File: src/rtl/offset_adder_pipe.sv
// rtl/offset_adder_pipe.sv - per-channel signed offset adder with wrap/saturate and a two-stage valid/ready pipeline
module offset_adder_pipe #(
  parameter int WIDTH    = 8,
  parameter int CHANNELS = 4,
  parameter int OFFSET   = 5,
  parameter int CNT_W    = 16,
  localparam int CW      = (CHANNELS > 1) ? $clog2(CHANNELS) : 1
) (
  input  logic             clk,
  input  logic             rst,
  input  logic             in_valid,
  output logic             in_ready,
  input  logic [CW-1:0]    in_ch,
  input  logic [WIDTH-1:0] in_data,
  input  logic             sat_en,
  input  logic             cfg_we,
  input  logic [CW-1:0]    cfg_ch,
  input  logic [WIDTH-1:0] cfg_offset,
  output logic             out_valid,
  input  logic             out_ready,
  output logic [CW-1:0]    out_ch,
  output logic [WIDTH-1:0] out_data,
  output logic             out_ovf,
  output logic [CNT_W-1:0] ovf_cnt
);

  localparam logic [CW:0] CH_LIMIT = (CW+1)'(CHANNELS);

  logic [WIDTH-1:0] offs_q [CHANNELS];
  logic [WIDTH-1:0] offs_d [CHANNELS];

  logic             s1_valid_q, s1_valid_d;
  logic [WIDTH-1:0] s1_data_q,  s1_data_d;
  logic [CW-1:0]    s1_ch_q,    s1_ch_d;
  logic             s1_sat_q,   s1_sat_d;
  logic [WIDTH-1:0] s1_off_q,   s1_off_d;

  logic             out_valid_q, out_valid_d;
  logic [CW-1:0]    out_ch_q,    out_ch_d;
  logic [WIDTH-1:0] out_data_q,  out_data_d;
  logic             out_ovf_q,   out_ovf_d;
  logic [CNT_W-1:0] ovf_cnt_q,   ovf_cnt_d;

  logic                    s2_load;
  logic [CW-1:0]           in_sel;
  logic signed [WIDTH+1:0] sum;
  logic                    sum_neg;
  logic                    sum_big;

  assign s2_load  = !out_valid_q || out_ready;
  assign in_ready = !s1_valid_q || s2_load;
  // Out-of-range channel tags fall back to channel 0's offset.
  assign in_sel   = ({1'b0, in_ch} < CH_LIMIT) ? in_ch : '0;

  // Two guard bits hold every data+offset combination without loss.
  assign sum     = $signed({2'b00, s1_data_q}) + $signed({{2{s1_off_q[WIDTH-1]}}, s1_off_q});
  assign sum_neg = sum[WIDTH+1];
  assign sum_big = !sum[WIDTH+1] && sum[WIDTH];

  always_comb begin
    for (int i = 0; i < CHANNELS; i++) offs_d[i] = offs_q[i];
    if (cfg_we && ({1'b0, cfg_ch} < CH_LIMIT)) offs_d[cfg_ch] = cfg_offset;
  end

  always_comb begin
    s1_valid_d = s1_valid_q;
    s1_data_d  = s1_data_q;
    s1_ch_d    = s1_ch_q;
    s1_sat_d   = s1_sat_q;
    s1_off_d   = s1_off_q;
    if (in_ready) begin
      s1_valid_d = in_valid;
      if (in_valid) begin
        s1_data_d = in_data;
        s1_ch_d   = in_ch;
        s1_sat_d  = sat_en;
        s1_off_d  = offs_q[in_sel];
      end
    end
  end

  always_comb begin
    out_valid_d = out_valid_q;
    out_ch_d    = out_ch_q;
    out_data_d  = out_data_q;
    out_ovf_d   = out_ovf_q;
    if (s2_load) begin
      out_valid_d = s1_valid_q;
      if (s1_valid_q) begin
        out_ch_d  = s1_ch_q;
        out_ovf_d = sum_neg || sum_big;
        if (s1_sat_q && sum_neg)      out_data_d = '0;
        else if (s1_sat_q && sum_big) out_data_d = '1;
        else                          out_data_d = sum[WIDTH-1:0];
      end
    end
  end

  always_comb begin
    ovf_cnt_d = ovf_cnt_q;
    if (out_valid_q && out_ready && out_ovf_q && (ovf_cnt_q != '1)) ovf_cnt_d = ovf_cnt_q + 1'b1;
  end

  always_ff @(posedge clk or negedge rst) begin
    if (!rst) begin
      for (int i = 0; i < CHANNELS; i++) offs_q[i] <= WIDTH'(OFFSET);
      s1_valid_q  <= 1'b0;
      s1_data_q   <= '0;
      s1_ch_q     <= '0;
      s1_sat_q    <= 1'b0;
      s1_off_q    <= '0;
      out_valid_q <= 1'b0;
      out_ch_q    <= '0;
      out_data_q  <= '0;
      out_ovf_q   <= 1'b0;
      ovf_cnt_q   <= '0;
    end else begin
      for (int i = 0; i < CHANNELS; i++) offs_q[i] <= offs_d[i];
      s1_valid_q  <= s1_valid_d;
      s1_data_q   <= s1_data_d;
      s1_ch_q     <= s1_ch_d;
      s1_sat_q    <= s1_sat_d;
      s1_off_q    <= s1_off_d;
      out_valid_q <= out_valid_d;
      out_ch_q    <= out_ch_d;
      out_data_q  <= out_data_d;
      out_ovf_q   <= out_ovf_d;
      ovf_cnt_q   <= ovf_cnt_d;
    end
  end

  assign out_valid = out_valid_q;
  assign out_ch    = out_ch_q;
  assign out_data  = out_data_q;
  assign out_ovf   = out_ovf_q;
  assign ovf_cnt   = ovf_cnt_q;

endmodule

File: config.mk
export PLATFORM = sky130hd
export DESIGN_NAME = offset_adder_pipe
export DESIGN_NICKNAME = d
export VERILOG_FILES = /design/src/rtl/offset_adder_pipe.sv
export SDC_FILE = /design/constraint.sdc
export NUM_CORES = 1
export LEC_CHECK = 0
export ABC_AREA = 1
export CORE_MARGIN = 5
export CORE_UTILIZATION = 36
export DETAILED_ROUTE_END_ITERATION = 6
export PLACE_DENSITY_LB_ADDON = 0.25
export SLEW_MARGIN = 10
export SYNTH_ARGS = -nofsm -noshare
export SYNTH_HDL_FRONTEND = slang
export SYNTH_SLANG_ARGS = --single-unit
File: constraint.sdc
create_clock -name clk -period 1.8 [get_ports clk]
set_input_delay 0.36 -clock clk [delete_from_list [all_inputs] [get_ports clk]]
set_output_delay 0.36 -clock clk [all_outputs]
set_load 0.005 [all_outputs]
==> qor.yml <==
status: "completed"
cp_cell_sequence: "clkdlybuf4s50_1"
globalRouteMet1Util_pct: 19.40
end_kind: "output port"
hp-class: "register to register"
max_cap_viol_count: 0
core_sq_um: 10750
avgSynthCellArea_sq_um: 8.334
use_met3_pct: 2.801
min-delay-start: "offs_q[22]"
grt_busiest_layer: "met2"
gp_congestion: 0.8484
start_util_pct: 36.38
routedWlPerCell_microns: 12.60
viasPerCell: 4.693
synthCells: 469
fin_nets: 586
cts.clk_slew.worst_paths_ns: 0.09
total_power_mw: 5.605
ctsRootBufferMaster: "clkbuf_8"
synth_area_sq_um: 3909
rows: 38
async_flop_share_pct: 100.0
crit_arrival_ns: 1.37
postRouteAntennaNets: 0
synth_top_area_share_pct: 46.09
dr_total_vias: 3257
worst-path-buf-inv: 1
leakagePower_nw: 2.408
fin_util_pct: 47.64
r2r_slack_ns: 0.07
yosysMostFrequentCell: "nand2_1"
rsz0062_at_grt: "yes"
grt_pass1_wl_microns: 14590
dp_hpwl_microns: 6376
post_dp_cell_area_sq_um: 4773
skew_ns: 0.01696
crit_path_start_kind: "register"
cp_top_family: "buffers and inverters"
antenna_found_initial: 0
worstHoldPathCells: 2
crit_start: "ovf_cnt[7]"
grt_max_degree: 39
dieHeight_microns: 114.2
hold_violations: 0
power_density_nw_per_um2: 1095
met2_usage_pct: 21.16
synth_common_cells: "nand2_1, dfrtp_1, o21ai_0, nor2_1, inv_1"
synth_warnings: 0
seq_area_sq_um: 2016
first_pass_iters: 4
grt.total_usage_pct: 13.91
placed_cells: 675
cpMaxStageDelayCell: "clkdlybuf4s50_1"
layout-drive-gt1-share_pct: 15.34
synth_nets: 506
worst_r2r_startpoint: "s1_data_q[0]"
slowest_delay_ns: 0.54
drt_iter0_drc: 191
layout.cells.non_filler: 694
maxSlewViolCount: 0
ys_types: 34
max_freq_mhz: 578.3
ys_seq_area_share_pct: 51.47
fin_crit_ns: 1.729
maxSlewHeadroom_pct: 66.85
htreeDepth: 3
ff2ff_path_depth: 12
routed_wl_microns: 8747
port_buffers: 54
synth-main-ff-cell: "dfrtp_1"
synth-seq-cells: 80
ir_drop_mv: 0.5122
die_width_microns: 114.2
clock_latency_ns: 0.36
cts_buffers: 9
final_cell_area_sq_um: 5119
grt-ovfl-total: 0
synthTopCellsByArea: "dfrtp_1, nand2_1, o21ai_0"
cts.sinks: 80
cp_max_fo: 5
tightest_slew_ns: 0.4972
hold_end: "offs_q[22]"
nFillCells: 1096
dieArea_sq_um: 13040
areaGrowthSynthToFinish_pct: 30.95
drc: 0
r2r-end: "out_data[2]"
fin_crit_sh_pct: 96.07
setup_viol: 0
worstSetupPathType: "register to output port"
tritoncts: "yes"
crit_required_ns: 1.44
cts_buffer_depth: 2
synth_top_cell_by_area: "dfrtp_1"
path_depth: 1
multi_input_area_sq_um: 1787
grt_pass1_vias: 3150
num_antenna_cells: 0
ios: 55
synth_edf_count: 0
## registers in the layout, summed over array words and instances (netlist names)
name / cells
out_data: 8
s1_ch_q: 2
s1_data_q: 8
out_valid: 1
offs_q: 32
out_ovf: 1
out_ch: 2
s1_valid_q: 1
s1_off_q: 8
s1_sat_q: 1
ovf_cnt: 16
## per-layer routing
layer	share of wire (%)	up-vias
met2	45	65
li1	-	1670
met5	0	-
met1	49	1510
met4	1.9	0
met3	4.4	12
## final cells by class
cell class                 instances  share of cell area, %
clock buffer                      10                  2.689
clock inverter                     6                  1.760
inverter                          37                  2.713
multi-input combinational        339                  34.91
sequential                        80                  39.38
tap                              140                  3.422
timing repair buffer              82                  15.13
## power by group
part | switching, mW | internal, mW | total (mW)
Combinational | 0.793 | 0.868 | 1.66
Sequential | 0.267 | 2.17 | 2.44
Clock | 0.684 | 0.824 | 1.51
## timing repair
item / in CTS / in global routing
setup endpoints to repair: 9 / 11
hold endpoints to repair: 28 / 0
buffers inserted: 0 / 2
pin swaps: 0 / 8
hold buffers: 1 / 0
resized for setup: 2 / 15
## layout by cell type (no fill, tap or decap), types with 2 or more instances in the layout
cell,n
nand2_1,154
dfrtp_1,69
o21ai_0,54
clkdlybuf4s50_1,52
nor2_1,37
inv_1,34
buf_4,26
nand3_1,19
xor2_1,11
clkbuf_8,10
xnor2_1,8
dfstp_2,8
nand2_2,7
ha_4,6
o22ai_1,5
a21oi_1,4
nor3_1,4
a31oi_1,3
inv_2,3
nor2_2,3
nand4_1,3
ha_1,3
dfrtp_2,3
a21oi_2,2
o21ai_2,2
o21ai_1,2
bufinv_16,2
buf_12,2
## metrics by stage
step / hold slack [ns] / setup slack [ns] / setup TNS [ns]
final: 0.4829 / 0.07068 / 0
after global routing: 0.5129 / -0.08885 / -0.6084
after CTS: 0.4869 / 0.02220 / 0
after detailed placement: 0.3640 / -0.04579 / -0.04812
after global placement: 0.3584 / -0.02310 / -0.02310
after floorplan: 0.06441 / 0.06330 / 0
## how the worst max path moves through the flow
stage / end / slack, ns
floorplan: out_data[0] / 0.06
global placement: in_ready / -0.02
detailed placement: in_ready / -0.05
CTS: out_data[2] / 0.02
global route: out_data[0] / -0.09
finish: ovf_cnt[7] / 0.07
## logic make-up (layout without fill, tap and decap cells)
group                      Yosys count  after routing  share of synthesized area, %
AOI/OAI and AO/OA                   73             73                         9.859
xor gates and xnor gates            19             19                         4.257
adders and majority gates           11             11                         3.713
buffers and inverters               50            135                         5.122
DFF                                 80             80                         51.47
and+or+nand+nor                    236            236                         25.58
No activity file was read; power rests on OpenSTA's default activity.
